--- src/rtl/ad9826_pkg.sv ---
// ad9826_pkg: shared types and constants for the AD9826 line packer.
//   state_t   - line packer FSM states
//   PIX_W     - assembled pixel width
//   WORD_W    - RAM word width (two pixels)
//   ADDR_STEP - byte-address increment per RAM word
package ad9826_pkg;

    localparam int PIX_W     = 16;
    localparam int WORD_W    = 32;
    localparam int ADDR_STEP = 4;

    typedef enum logic [2:0] {
        ST_IDLE,
        ST_HI,
        ST_LO,
        ST_FLUSH,
        ST_DONE
    } state_t;

endpackage

--- src/rtl/ad9826_byte_pair.sv ---
// ad9826_byte_pair: joins the AD9826 multiplexed byte stream into pixels.
// Ports:
//   clk, rst_n   - pixel clock, asynchronous active-low reset
//   hi_en        - FSM is waiting for a high byte
//   lo_en        - FSM is waiting for a low byte
//   data, valid  - AD9826 byte and its qualifier
//   pixel        - {latched high byte, current byte}
//   pixel_valid  - pixel is complete this cycle
module ad9826_byte_pair
    import ad9826_pkg::*;
(
    input  logic             clk,
    input  logic             rst_n,
    input  logic             hi_en,
    input  logic             lo_en,
    input  logic [7:0]       data,
    input  logic             valid,
    output logic [PIX_W-1:0] pixel,
    output logic             pixel_valid
);

    logic [7:0] hi_q;

    always_ff @(posedge clk or negedge rst_n) begin
        if (!rst_n) begin
            hi_q <= '0;
        end else if (hi_en && valid) begin
            hi_q <= data;
        end
    end

    // Pixel is formed combinationally in the LO cycle so the packer can
    // register it (and any resulting write) on the very next edge.
    assign pixel       = {hi_q, data};
    assign pixel_valid = lo_en & valid;

endmodule

--- src/rtl/ad9826_line_packer.sv ---
// ad9826_line_packer: packs AD9826 byte pairs into 32-bit RAM words for one
// line per start, then raises a done pulse and a level interrupt.
// Parameters: PIXELS (pixels per line), ADDR_W (RAM byte-address width).
// Ports:
//   clk, rst_n        - pixel clock, asynchronous active-low reset
//   start_in          - arms capture of one line
//   byte_in/_valid_in - AD9826 byte stream (high byte, then low byte)
//   irq_ack_in        - clears irq_o
//   test_mode_in      - replace pixels with their index (TEST_PATTERN_EN only)
//   ram_wr_o/addr_o/data_o - RAM write port, byte addressed, word aligned
//   busy_o, done_o, irq_o, err_o, line_cnt_o - status
// Build option: define TEST_PATTERN_EN to enable the index test pattern.
module ad9826_line_packer
    import ad9826_pkg::*;
#(
    parameter int PIXELS = 256,
    parameter int ADDR_W = 10
) (
    input  logic              clk,
    input  logic              rst_n,
    input  logic              start_in,
    input  logic [7:0]        byte_in,
    input  logic              byte_valid_in,
    input  logic              irq_ack_in,
    input  logic              test_mode_in,
    output logic              ram_wr_o,
    output logic [ADDR_W-1:0] ram_addr_o,
    output logic [WORD_W-1:0] ram_data_o,
    output logic              busy_o,
    output logic              done_o,
    output logic              irq_o,
    output logic              err_o,
    output logic [15:0]       line_cnt_o
);

    localparam int              CNT_W    = $clog2(PIXELS + 1);
    localparam logic [CNT_W-1:0] LAST_IDX = CNT_W'(PIXELS - 1);
    localparam bit              ODD_LINE = (PIXELS % 2) == 1;

    state_t            state;
    logic [CNT_W-1:0]  pix_cnt;
    logic [ADDR_W-1:0] addr;
    logic [PIX_W-1:0]  word_lo;
    logic [PIX_W-1:0]  pair_pixel;
    logic [PIX_W-1:0]  pixel;
    logic              pair_valid;

    ad9826_byte_pair u_byte_pair (
        .clk         (clk),
        .rst_n       (rst_n),
        .hi_en       (state == ST_HI),
        .lo_en       (state == ST_LO),
        .data        (byte_in),
        .valid       (byte_valid_in),
        .pixel       (pair_pixel),
        .pixel_valid (pair_valid)
    );

`ifdef TEST_PATTERN_EN
    always_comb begin
        pixel = test_mode_in ? PIX_W'(pix_cnt) : pair_pixel;
    end
`else
    logic unused_test_mode;
    assign unused_test_mode = test_mode_in;
    assign pixel            = pair_pixel;
`endif

    always_ff @(posedge clk or negedge rst_n) begin
        if (!rst_n) begin
            state      <= ST_IDLE;
            pix_cnt    <= '0;
            addr       <= '0;
            word_lo    <= '0;
            ram_wr_o   <= 1'b0;
            ram_addr_o <= '0;
            ram_data_o <= '0;
            busy_o     <= 1'b0;
            done_o     <= 1'b0;
            irq_o      <= 1'b0;
            err_o      <= 1'b0;
            line_cnt_o <= '0;
        end else begin
            ram_wr_o <= 1'b0;
            done_o   <= 1'b0;

            // busy_o trails the FSM by one cycle at the end so it stays up
            // through the done pulse; start is only accepted once it drops.
            if (done_o) begin
                busy_o <= 1'b0;
            end
            if (start_in && busy_o) begin
                err_o <= 1'b1;
            end
            // Ack clears first; a DONE set below in the same cycle wins.
            if (irq_ack_in) begin
                irq_o <= 1'b0;
            end

            case (state)
                ST_IDLE: begin
                    if (start_in && !busy_o) begin
                        pix_cnt <= '0;
                        addr    <= '0;
                        err_o   <= 1'b0;
                        busy_o  <= 1'b1;
                        state   <= ST_HI;
                    end
                end
                ST_HI: begin
                    if (byte_valid_in) begin
                        state <= ST_LO;
                    end
                end
                ST_LO: begin
                    if (pair_valid) begin
                        if (!pix_cnt[0]) begin
                            word_lo <= pixel;
                        end else begin
                            ram_wr_o   <= 1'b1;
                            ram_addr_o <= addr;
                            ram_data_o <= {pixel, word_lo};
                            addr       <= addr + ADDR_W'(ADDR_STEP);
                        end
                        pix_cnt <= pix_cnt + 1'b1;
                        if (pix_cnt == LAST_IDX) begin
                            state <= ODD_LINE ? ST_FLUSH : ST_DONE;
                        end else begin
                            state <= ST_HI;
                        end
                    end
                end
                ST_FLUSH: begin
                    ram_wr_o   <= 1'b1;
                    ram_addr_o <= addr;
                    ram_data_o <= {PIX_W'(0), word_lo};
                    addr       <= addr + ADDR_W'(ADDR_STEP);
                    state      <= ST_DONE;
                end
                ST_DONE: begin
                    done_o     <= 1'b1;
                    irq_o      <= 1'b1;
                    line_cnt_o <= line_cnt_o + 16'd1;
                    state      <= ST_IDLE;
                end
                default: state <= ST_IDLE;
            endcase
        end
    end

endmodule

--- config.mk ---
export PLATFORM = sky130hd
export DESIGN_NAME = ad9826_line_packer
export DESIGN_NICKNAME = d
export VERILOG_FILES = /design/src/rtl/ad9826_pkg.sv /design/src/rtl/ad9826_byte_pair.sv /design/src/rtl/ad9826_line_packer.sv
export SDC_FILE = /design/constraint.sdc
export NUM_CORES = 1
export LEC_CHECK = 0
export CELL_PAD_IN_SITES_DETAIL_PLACEMENT = 1
export CELL_PAD_IN_SITES_GLOBAL_PLACEMENT = 1
export CORE_MARGIN = 1
export CORE_UTILIZATION = 35
export CTS_BUF_LIST = sky130_fd_sc_hd__clkbuf_16
export DETAILED_ROUTE_END_ITERATION = 10
export GPL_TIMING_DRIVEN = 1
export PLACE_DENSITY_LB_ADDON = 0.1
export SLEW_MARGIN = 20
export SYNTH_ARGS = -nofsm -noshare
export SYNTH_HDL_FRONTEND = slang
export SYNTH_SLANG_ARGS = --single-unit
export TNS_END_PERCENT = 30
--- constraint.sdc ---
create_clock -name clk -period 3.05 [get_ports clk]
set_input_delay 0.7625 -clock clk [delete_from_list [all_inputs] [get_ports clk]]
set_output_delay 0.7625 -clock clk [all_outputs]
set_load 0.01 [all_outputs]
# ---- Word level (Yosys, flattened, before mapping)
# Cells that the tools add are included.
dict set report classes {
  add_sub_neg 3
  n_eq_ne 9
  mux 30
  bitwise_logic 2
  reduce_logical 14
}
# cell n
set op_table {}
lappend op_table {{32-bit two-way mux} 2}
lappend op_table {{32-bit one-hot mux with 2 select lines} 1}
lappend op_table {{10-bit two-way mux} 5}
lappend op_table {{10-bit one-hot mux with 3 select lines} 1}
lappend op_table {{10-bit one-hot mux with 2 select lines} 1}
lappend op_table {{9-bit two-way mux} 2}
lappend op_table {{9-bit one-hot mux with 2 select lines} 1}
lappend op_table {{16-bit by 1-bit adder with 16-bit output (second input constant)} 1}
lappend op_table {{3-bit two-way mux} 4}
lappend op_table {{3-bit one-hot mux with 4 select lines} 1}
lappend op_table {{3-bit AND reduction} 4}
lappend op_table {{1-bit two-way mux} 11}
lappend op_table {{10-bit by 3-bit adder with 10-bit output (second input constant)} 1}
lappend op_table {{9-bit by 1-bit adder with 9-bit output (second input constant)} 1}
lappend op_table {{9-bit by 8-bit equality test with 1-bit output (second input constant)} 1}
lappend op_table {{2-bit != test (second input constant)} 4}
lappend op_table {{3-bit by 2-bit equality test with 1-bit output (second input constant)} 2}
lappend op_table {{2-bit nonzero test} 3}
lappend op_table {{4-bit AND reduction} 1}
lappend op_table {{3-bit by 1-bit equality test with 1-bit output (second input constant)} 1}
lappend op_table {{3-bit equality test (second input constant)} 1}
lappend op_table {{1-bit logical AND} 3}
lappend op_table {{3-bit zero test} 1}
lappend op_table {{3-bit nonzero test} 1}
lappend op_table {{4 further kinds} 4}
dict set report totals {
  register_bits 109
  inputBits 14
  out_inout_bits 63
  elab_cells 71
}

# ---- Logic depth before layout (Yosys ltp)
# Gate-level depths: netlist (run 1).
dict set report logic_depth {
  depth_word 4
  mapped_depth 9
  ltp_nobuf 8
}

# ---- Hierarchy
# A second synthesis (run 1) with hierarchy kept.
dict set report unflattened {
  hier_cells 419
  hier_area_um2 4489.3
}
# module n_inst cells_each area_each_um2
set by_module_without_submodules {}
lappend by_module_without_submodules {ad9826_line_packer 1 393 4125.2}
lappend by_module_without_submodules {ad9826_byte_pair 1 26 364.1}

# ---- Worst setup path after synthesis (run 1)
# No wires, ideal clock.
dict set report synth_timing {
  path_kind {input -> register}
  from {in byte_valid_in}
  to {reg word_lo[1]}
  setup_ns 0.125
  arrival_ns 1.992
  required_ns 2.925
  path_slack_ns 0.933
  cell_stages 6
  n_path_buf 3
  cell_sequence {buf_2 -> nand4bb_1 -> clkbuf_1 -> nor2_2 -> buf_4 -> mux2_2}
}
dict set report synth_via {
  elab_chain_len 2
}
# element line_no
set synth_rtl {}
lappend synth_rtl {{start, declared} ad9826_line_packer.sv:23} ;# input logic byte_valid_in,
lappend synth_rtl {{1-bit AND} ad9826_byte_pair.sv:35} ;# assign pixel_valid = lo_en & valid;
lappend synth_rtl {{3-bit AND reduction (no source line)} --}
lappend synth_rtl {{end signal, assigned} ad9826_line_packer.sv:118} ;# word_lo <= pixel;
lappend synth_rtl {{end, declared} ad9826_line_packer.sv:43} ;# logic [PIX_W-1:0] word_lo;
# Every way passes these cells.
# A chain may end at the register's enable or synchronous reset.

# ---- Worst setup path after layout (run 1)
dict set report layout_timing {
  from {in byte_valid_in}
  to {reg word_lo[4]}
}
# The elaborated chain is that of the path after synthesis.

==> results by group, run 1 <==
Clock tree
  • Max Root-Sink Buffers: 2
  • Worst-path clk slew: 0.07 ns
  • Inserted Clock Buffers: 9
  • CTS tree: built
  • Hold buffer count at cts: 0
  • CTS Sinks: ~110
  • H-tree depth: 3
  • Worst-Skew Late Latency: about 0.35 ns
  • Root Buffer Master: clkbuf_16
  • Post-CTS Setup Bufs: 0
  • Gates resized, CTS repair: 0

Timing
  • Rel. slew slack: 0.495
  • Tcrit/Tclk final: 0.766
  • Hold slack: around 0.39 ns
  • Min cycle time layout: around 2.3 ns
  • Pins Over Slew Limit: 0
  • Max Clk Rate: between 400 and 500 MHz
  • Final Skew: around 0.0069 ns
  • Hold Vio Cnt, Final: 0
  • Worst Tran Pin Value: about 0.76 ns
  • RSZ-0062 raised after global routing: false
  • Finish-stage setup viols: 0
  • Setup TNS: 0 ns

Yosys
  • Post-Synthesis Cell Area: roughly 4400 um^2
  • Synthesized area per cell: between 10 and 15 um^2
  • Post-synth EDFFs: 0
  • Main synth FF type: dfrtp_1
  • Distinct cell type count after synthesis: 51
  • Synth async-reset ratio: 1.00
  • Yosys warnings: 0
  • Post-synthesis instance total: 419
  • Register area share after synthesis: 0.593
  • Register bit total from synthesis: 105

Pwr
  • Clock power share: 0.257
  • Leakage: around 2.7 nW
  • Psw: ~1.5 mW
  • Internal: between 3 and 4 mW
  • Comb pwr share: 0.295
  • Seq pwr share: 0.448
  • Peak supply drop: 0.000394 V
  • Switch share: 0.307
  • Pwr Total: between 4 and 5 mW
  • Pwr dens: around 840 nW/um^2

Global route
  • GR Overflow Total: 0
  • Initial antenna violation count: 0
  • Gr busiest metal: met2
  • First-pass GRT wire length: approximately 18000 um
  • Met3 GRT Util: 0.0334
  • Total Routing Usage GR: 0.174
  • Pin count of the biggest net entering global routing: roughly 70
  • Met2 usage: 0.266
  • Met1 Use GR: 0.239
  • Vias in the first global route: 3400

Placement
  • Placer Congestion: between 0.7 and 0.8
  • Placed instance area: ~5300 um^2
  • PortBufs: 73
  • Detailed placement HPWL: 6690 um

Floorplanning
  • Horiz. Die Dim: around 110 um
  • Placement Rows: 40
  • Io pins: 77
  • CORE AREA: between 10000 and 15000 um^2
  • Effective utilization at floorplan: 0.364
  • Die Y: about 110 um
  • Die area: around 13000 um^2

Critical path
  • Worst path required time: approximately 3.3 ns
  • Critical Path AT: roughly 2.6 ns
  • WS Path Type: primary input to register
  • CP Max Fanout: 17
  • Startpoint types: primary input
  • R2R depth: 4
  • CP endpoint kind: register

Detailed routing
  • Detailed-route via count: around 3200
  • # DRC: 0
  • Drt wl/cell: around 15 um
  • Routed WL: roughly 10000 um
  • Pre-antenna DRT Iters: 4
  • Routed vias/inst: around 4.8
  • DR iter-0 viols: about 120
  • Post-DRT Antenna Nets: 0

Final layout
  • Post-layout instance area: roughly 5700 um^2
  • NumNets Final: 506
  • Number of diodes: 0
  • Most common cell after layout, fill and taps aside: nand2_1
  • Fraction of layout instances using a drive strength above 1: 0.110
  • Area Overhead vs Synth: 27.7%
  • Final core occ: 0.465
  • Most frequent cells in the layout: nand2_1 (126), dfrtp_1 (105), clkdlybuf4s50_1 (72), mux2_2 (24), nand3_1 (24)

Worst hold path
  • Worst min path class: primary input to async pin

Status
  • Status: complete, no violations

Flow run
  • Max_cap viols: 0
-- final timing paths --
kind,endpoint,startpoint,slack (ns)
min,ram_addr_o[9],rst_n,0.39
min in group clk,busy_o,done_o,0.44
min reg2reg,busy_o,done_o,0.44
max,word_lo[4],byte_valid_in,0.71
max in group asynchronous,done_o,rst_n,1.92
max reg2reg,line_cnt_o[13],state[2],1.05
-- state kept, by name (all words and copies together) (netlist names) --
name	cells
err_o	1
ram_wr_o	1
u_byte_pair.hi_q	8
ram_addr_o	8
busy_o	1
line_cnt_o	16
done_o	1
ram_data_o	32
addr	8
pix_cnt	9
irq_o	1
state	3
word_lo	16
-- synthesized netlist by cell type, drive strengths merged, types with 2 or more instances --
master	count	area share
or2	3	0.0042
xor2	6	0.012
nand4	5	0.0071
xnor2	11	0.022
nor2	18	0.016
nand2b	2	0.0028
nand2	126	0.11
a21oi	5	0.0056
mux2	25	0.064
o21ai	16	0.018
nor3	2	0.0034
and3	5	0.0071
clkbuf	9	0.0076
inv	7	0.0059
ha	4	0.011
buf	12	0.017
o22a	4	0.0079
a21o	2	0.0034
nand3	24	0.027
dfrtp	105	0.59
or3b	3	0.0059
and2	4	0.0057
nor4	3	0.011
-- stage by stage --
step                worst slack, ns  std cells
floorplan                     0.933        420
global placement              0.377        645
detailed placement            0.347        645
CTS                           0.720        661
global route                  0.613        661
finish                        0.712        661
-- kinds of logic (layout without fill, tap and decap cells) --
kind of cell,count (synthesis),after routing,synth area share
AND/OR/NAND/NOR,203,203,0.213
multiplexers,26,26,0.0658
adder cells (fa/ha/maj),4,4,0.0113
AO/OA/AOI/OAI,35,35,0.0514
XOR/XNOR,17,17,0.0336
buffers and inverters,28,101,0.0308
flip-flops,105,105,0.593
other,1,2,0.000847
-- power by group through the flow --
stage	logic, mW	registers (mW)	clock network (mW)
detailed placement	1.43	2.16	0
global placement	1.39	2.14	0
finish	1.40	2.13	1.22
floorplan	0.662	2.17	0
CTS	1.44	2.14	1.26
global route	1.57	2.20	1.31
-- cell type report --
type                       count  area [um^2]
tap                          168          210
sequential                   105         2630
clock buffer                   9          225
clock inverter                 7         86.3
multi-input combinational    287         1680
fill                        1352         6510
inverter                       7         26.3
timing repair buffer          78          803
-- worst max-delay path, cell delays in order --
cell and delay (ns):
clkdlybuf4s50_1 0.64, nand4bb_1 0.37, nor2_2 0.25, buf_12 0.19, mux2_2 0.35
-- metal layers --
metal / vias to the layer above / routed length, um
li1: 1524 / -
met1: 1567 / 5030
met2: 69 / 4590
met3: 13 / 403
met4: 0 / 198
met5: - / 0
Note: power is estimated with default switching activity, not from simulation.
==> inputs of run 2 (changes only) <==
Clock period 3.05 ns to 2.13 ns, I/O delays scaled along.
==> run 2 against run 1 <==
  * Combinational power up 54%
  * First-iteration DRC count up 61%
  * Global-route usage down 0.37 points
  * Non-clock buffer count up 17
  * Routed wire length down 3.1%
  * Final area up 1.6%
  * Via count up 2.1%
  * Core utilization up 0.74 points
  * Largest cell class unchanged
==> results by group, run 2 (synthesis results as in run 1) <==
Final layout
  • Max FFs per register: 32 (unchanged)
  • NumNets Final: 523 (+3.4%)
  • Fraction of layout instances using a drive strength above 1: 0.139 (+0.0300)
  • Most frequent cells in the layout: nand2_1 (126), dfrtp_1 (105), clkdlybuf4s50_1 (72), mux2_2 (24), nand3_1 (24)
  • Top flop regs: ram_data_o: 32 flops, line_cnt_o: 16 flops, word_lo: 16 flops
  • Most common cell after layout, fill and taps aside: nand2_1
  • Number of diodes: 0 (unchanged)
  • Largest reg by FF count: ram_data_o
  • Layout filler cell count: 1356 (+0.30%)
  • Area Overhead vs Synth: 29.7%

Clock tree
  • Worst-Skew Late Latency: 0.35 ns (about the same)
  • Gates resized, CTS repair: 0 (unchanged)
  • H-tree depth: 3 (unchanged)
  • CTS tree: built
  • Post-CTS Setup Bufs: 0 (unchanged)
  • CTS Sinks: 105 (unchanged)
  • Root Buffer Master: clkbuf_16
  • Max Root-Sink Buffers: 2 (unchanged)
  • Inserted Clock Buffers: 9 (unchanged)
  • Hold buffer count at cts: 0 (unchanged)
  • Worst-path clk slew: 0.07 ns (about the same)

Critical path
  • Family with the most delay on the worst path: buffers and inverters
  • Critical Path AT: 1.39 ns (-1.18 ns)
  • Worst path required time: 1.60 ns (-1.68 ns)
  • Slowest cell on crit path: clkdlybuf4s50_1
  • Startpoint types: register
  • Crit path buf inv count: 1 (-1)
  • Critical path depth: 1 (-4)
  • Reg-to-reg startpoint: state[2]
  • CP max stage delay: 0.58 ns (-0.06 ns)
  • CP endpoint kind: primary output
  • Crit-path cells: clkdlybuf4s50_1
  • Reg2reg end: ram_data_o[29]
  • R2R depth: 7 (+3)
  • CP Max Fanout: 6 (-11)
  • WS Path Type: register to primary output
  • R2r setup slk: 0.37 ns (-0.68 ns)

Floorplanning
  • CORE AREA: 12200 um^2 (unchanged)
  • Horiz. Die Dim: 114 um (unchanged)
  • Effective utilization at floorplan: 0.364 (unchanged)
  • Io pins: 77 (unchanged)
  • Die Y: 114 um (unchanged)
  • Die area: 13100 um^2 (unchanged)
  • Placement Rows: 40 (unchanged)

Timing
  • Max Clk Rate: 521 MHz
  • Pins Over Slew Limit: 0 (unchanged)
  • Tcrit/Tclk final: 0.901
  • Finish-stage setup viols: 0 (unchanged)
  • Min cycle time layout: ~1.9 ns
  • Hold slack: 0.0226 ns (-0.365 ns)
  • Final worst slack: 0.211 ns (-0.501 ns)
  • Hold Vio Cnt, Final: 0 (unchanged)
  • Final Skew: 0.00932 ns (+0.00244 ns)
  • RSZ-0062 raised after global routing: false

Global route
  • Total Routing Usage GR: 0.170 (-0.00367)
  • Met2 usage: 0.251 (-0.0145)
  • Pin count of the biggest net entering global routing: 41 (-41%)
  • Gr busiest metal: met2
  • First-pass GRT wire length: 17200 um (-2.4%)
  • Met3 GRT Util: 0.0397 (+0.00635)
  • Vias in the first global route: 3403 (+0.088%)
  • Initial antenna violation count: 0 (unchanged)
  • Met1 Use GR: 0.237 (-0.00195)
  • GR Overflow Total: 0 (unchanged)

Detailed routing
  • Drt wl/cell: 14.6 um (-5.4%)
  • # DRC: 0 (unchanged)
  • Post-DRT Antenna Nets: 0 (unchanged)
  • Pre-antenna DRT Iters: 5 (+1)
  • Routed vias/inst: 4.79 (-0.27%)
  • Detailed-route via count: 3241 (+2.1%)
  • Routed WL: 9900 um (-3.1%)
  • DR iter-0 viols: 188 (+61%)

Pwr
  • Pwr dens: 1160 nW/um^2 (+38%)
  • Pwr Total: 6.65 mW (+40%)
  • Peak supply drop: 0.000390 V (-1.0%)
  • Leakage: 2.71 nW (+2.0%)

Worst hold path
  • Worst min path class: primary input to async pin

Placement
  • Placer Congestion: 0.715 (+0.68%)
  • DP Worst Slack: -0.0556 ns (-0.403 ns)
  • PortBufs: 73 (unchanged)
  • Detailed placement HPWL: 6790 um (+1.5%)

Flow run
  • Max_cap viols: 0 (unchanged)

Status
  • Status: complete, no violations
[run 2: cell types whose count changed in the layout (fill, tap and decap cells not counted)]
cell,before,now
clkinvlp_4,0,3
buf_4,3,19
clkinv_4,1,0
bufinv_16,2,0
inv_1,7,6
buf_12,3,4
[run 2: report_power, final]
| part | switching [mW] | internal, mW | total [mW] |
|---|---|---|---|
| logic | 0.979 | 1.17 | 2.15 |
| clock network | 0.728 | 0.778 | 1.51 |
| registers | 0.385 | 2.61 | 2.99 |
| total | 2.09 | 4.56 | 6.65 |
[run 2: how the worst max path moves through the flow]
stage,from,to,slack [ns]
after global placement,start_in,addr[9],-0.04
after global routing,byte_valid_in,pix_cnt[4],0.14
final,line_cnt_o[4],line_cnt_o[4],0.21
after CTS,line_cnt_o[4],line_cnt_o[4],0.20
after floorplan,byte_valid_in,word_lo[1],0.24
after detailed placement,start_in,addr[9],-0.06
[run 2: through the flow]
step | instances | utilization | cell area [um^2] | TNS, ns
floorplan | 420 | - | 4430 | 0
global placement | 662 | 0.451 | 5480 | -0.326
detailed placement | 662 | 0.451 | 5480 | -0.830
CTS | 677 | 0.472 | 5740 | 0
global route | 677 | 0.472 | 5740 | 0
finish | 677 | 0.472 | 5740 | 0
[run 2: cell type report]
cell class                 count  area, um^2  area share
clock buffer                   9         225      0.0392
clock inverter                 6        36.3     0.00632
inverter                       7        26.3     0.00457
multi-input combinational    287        1680       0.292
sequential                   105        2630       0.457
tap                          168         210      0.0366
timing repair buffer          95         943       0.164
[run 2: worst reg2reg max path, delay by kind of cell (launching register included)]
| kind | cells | cell delay (ns) |
|---|---|---|
| AND/OR/NAND/NOR | 4 | 0.78 |
| buffers and inverters | 3 | 0.53 |
| flip-flops | 1 | 0.39 |
[run 2: routing by layer]
| metal | routed length [um] | vias to the layer above | share of wire |
|---|---|---|---|
| li1 | - | 1554 | - |
| met1 | 4920 | 1610 | 0.50 |
| met2 | 4320 | 66 | 0.44 |
| met3 | 472 | 11 | 0.048 |
| met4 | 187 | 0 | 0.019 |
| met5 | 0 | - | 0 |
==> inputs of run 3 (changes only) <==
Settings changed: ABC_CLOCK_PERIOD_IN_PS set to 2130, CORE_MARGIN 1 to 2, SKIP_CTS_REPAIR_TIMING set to 1.
==> run 3 against run 2 <==
  * Core utilization shrank 1.2 points
  * Sequential cell count is the same
  * Register-to-register slack lost 0.02 ns
  * Routed wire length grew 3.9%
  * Via count grew 0.12%
  * Worst setup slack lost 0.014 ns
  * Critical path type unchanged
  * Critical endpoint unchanged
  * Largest cell class unchanged
==> results by group, run 3 (synthesis results as in run 1) <==
Placement
  • Placer Congestion: 0.762 (+6.6%)
  • Placed instance area: 5480 um^2 (unchanged)
  • DP Worst Slack: -0.0993 ns (-0.0438 ns)
  • PortBufs: 73 (unchanged)
  • Detailed placement HPWL: 7010 um (+3.3%)

Pwr
  • Seq pwr share: 0.450 (about the same)
  • Leakage: 2.71 nW (about the same)
  • Switch share: 0.316 (+0.00121)
  • Peak supply drop: 0.000425 V (+8.9%)
  • Internal: 4.56 mW (about the same)
  • Pwr dens: 1160 nW/um^2 (+0.12%)
  • Clock power share: 0.226 (about the same)
  • Comb pwr share: 0.324 (about the same)
  • Psw: 2.10 mW (+0.51%)

Final layout
  • Post-layout instance area: 5740 um^2 (unchanged)
  • Number of diodes: 0 (unchanged)
  • Most frequent cells in the layout: nand2_1 (126), dfrtp_1 (105), clkdlybuf4s50_1 (72), mux2_2 (24), nand3_1 (24)
  • Fraction of layout instances using a drive strength above 1: 0.137 (-0.00223)
  • Layout filler cell count: 1399 (+3.2%)
  • Top flop regs: ram_data_o: 32 flops, line_cnt_o: 16 flops, word_lo: 16 flops
  • Most common cell after layout, fill and taps aside: nand2_1
  • NumNets Final: 524 (+0.19%)
  • Max FFs per register: 32 (unchanged)
  • Largest reg by FF count: ram_data_o
  • Area Overhead vs Synth: 29.7% (unchanged)
  • Final core occ: 0.461 (-0.0115)

Global route
  • Pin count of the biggest net entering global routing: 59 (+44%)
  • First-pass GRT wire length: 17600 um (+2.2%)
  • GR Overflow Total: 0 (unchanged)
  • Total Routing Usage GR: 0.167 (-0.00267)
  • Vias in the first global route: 3449 (+1.4%)
  • Initial antenna violation count: 0 (unchanged)

Critical path
  • CP endpoint kind: primary output
  • Startpoint types: register
  • Crit-path cells: clkdlybuf4s50_1
  • Critical Path AT: 1.40 ns (about the same)
  • R2r setup slk: 0.35 ns (-0.02 ns)
  • Worst path required time: 1.60 ns (about the same)
  • Slowest cell on crit path: clkdlybuf4s50_1
  • WS Path Type: register to primary output
  • R2R depth: 7 (unchanged)
  • Reg-to-reg startpoint: state[2]
  • CP Max Fanout: 6 (unchanged)
  • Reg2reg end: ram_data_o[16]
  • CP max stage delay: 0.59 ns (about the same)
  • Crit path buf inv count: 1 (unchanged)
  • Family with the most delay on the worst path: buffers and inverters

Detailed routing
  • Detailed-route via count: 3245 (+0.12%)
  • Routed WL: 10300 um (+3.9%)
  • Routed vias/inst: 4.76 (-0.61%)
  • # DRC: 0 (unchanged)
  • Drt wl/cell: 15.1 um (+3.1%)
  • DR iter-0 viols: 99 (-47%)
  • Post-DRT Antenna Nets: 0 (unchanged)
  • Pre-antenna DRT Iters: 4 (-1)

Timing
  • Tcrit/Tclk final: 0.907 (+0.00657)
  • RSZ-0062 raised after global routing: false
  • Pins Over Slew Limit: 0 (unchanged)
  • Final Skew: 0.00964 ns (+0.000317 ns)
  • Final worst slack: 0.197 ns (-0.0140 ns)
  • Hold slack: 0.123 ns (+0.100 ns)
  • Min cycle time layout: 1.93 ns (+0.0140 ns)
  • Max Clk Rate: 517 MHz (-0.72%)
  • Hold Vio Cnt, Final: 0 (unchanged)
  • Finish-stage setup viols: 0 (unchanged)

Status
  • Status: complete, no violations

Clock tree
  • Max Root-Sink Buffers: 2 (unchanged)
  • Inserted Clock Buffers: 9 (unchanged)
  • H-tree depth: 3 (unchanged)
  • CTS Sinks: 105 (unchanged)
  • Worst-path clk slew: 0.07 ns (about the same)
  • Root Buffer Master: clkbuf_16
  • Worst-Skew Late Latency: 0.34 ns (about the same)
  • CTS tree: built

Floorplanning
  • Effective utilization at floorplan: 0.355 (-0.00888)
  • Io pins: 77 (unchanged)
  • Placement Rows: 41 (+2.5%)
  • Die Y: 116 um (+1.7%)
  • Horiz. Die Dim: 116 um (+1.7%)
  • CORE AREA: 12500 um^2 (+2.5%)
  • Die area: 13600 um^2 (+3.5%)

Flow run
  • Max_cap viols: 0 (unchanged)

Worst hold path
  • Worst min path class: primary input to async pin
run 3: changes by cell type in the layout (fill, tap and decap cells not counted), sizes merged:
cell      previous run  this run
clkinv               3         5
clkinvlp             3         1
buf                 23        24
run 3: cell type report:
cell class	instances	area, um^2	area share
clock inverter	6	36.3	0.00632
tap	172	215	0.0375
inverter	7	26.3	0.00457
multi-input combinational	287	1680	0.292
clock buffer	9	225	0.0392
sequential	105	2630	0.457
timing repair buffer	96	938	0.163
run 3: routing by layer:
metal,up-vias,GRT usage,share of wire
met3,15,0.0327,0.042
met4,0,0.0675,0.020
met5,-,0,0
met2,60,0.257,0.46
met1,1606,0.234,0.48
li1,1564,-,-
run 3: worst max-delay path by stage:
stage,endpoint,cells past startpoint,startpoint
2_1_floorplan,word_lo[1],6,byte_valid_in
5_1_grt,line_cnt_o[4],1,line_cnt_o[4]
3_3_place_gp,addr[9],5,start_in
4_1_cts,line_cnt_o[4],1,line_cnt_o[4]
3_5_place_dp,addr[9],5,start_in
6_report,line_cnt_o[4],1,line_cnt_o[4]
run 3: power groups by stage:
stage	registers [mW]	clock network [mW]	logic [mW]
after global placement	3.01	0	2.14
after CTS	3.00	1.55	2.21
after global routing	3.09	1.65	2.42
after detailed placement	3.04	0	2.19
after floorplan	3.11	0	0.948
final	3.00	1.51	2.16
run 3: stage by stage:
step	TNS [ns]	total power, mW	cells
global route	0	7.17	682
finish	0	6.66	682
CTS	0	6.76	682
global placement	-0.133	5.15	667
detailed placement	-0.346	5.22	667
floorplan	0	4.06	420
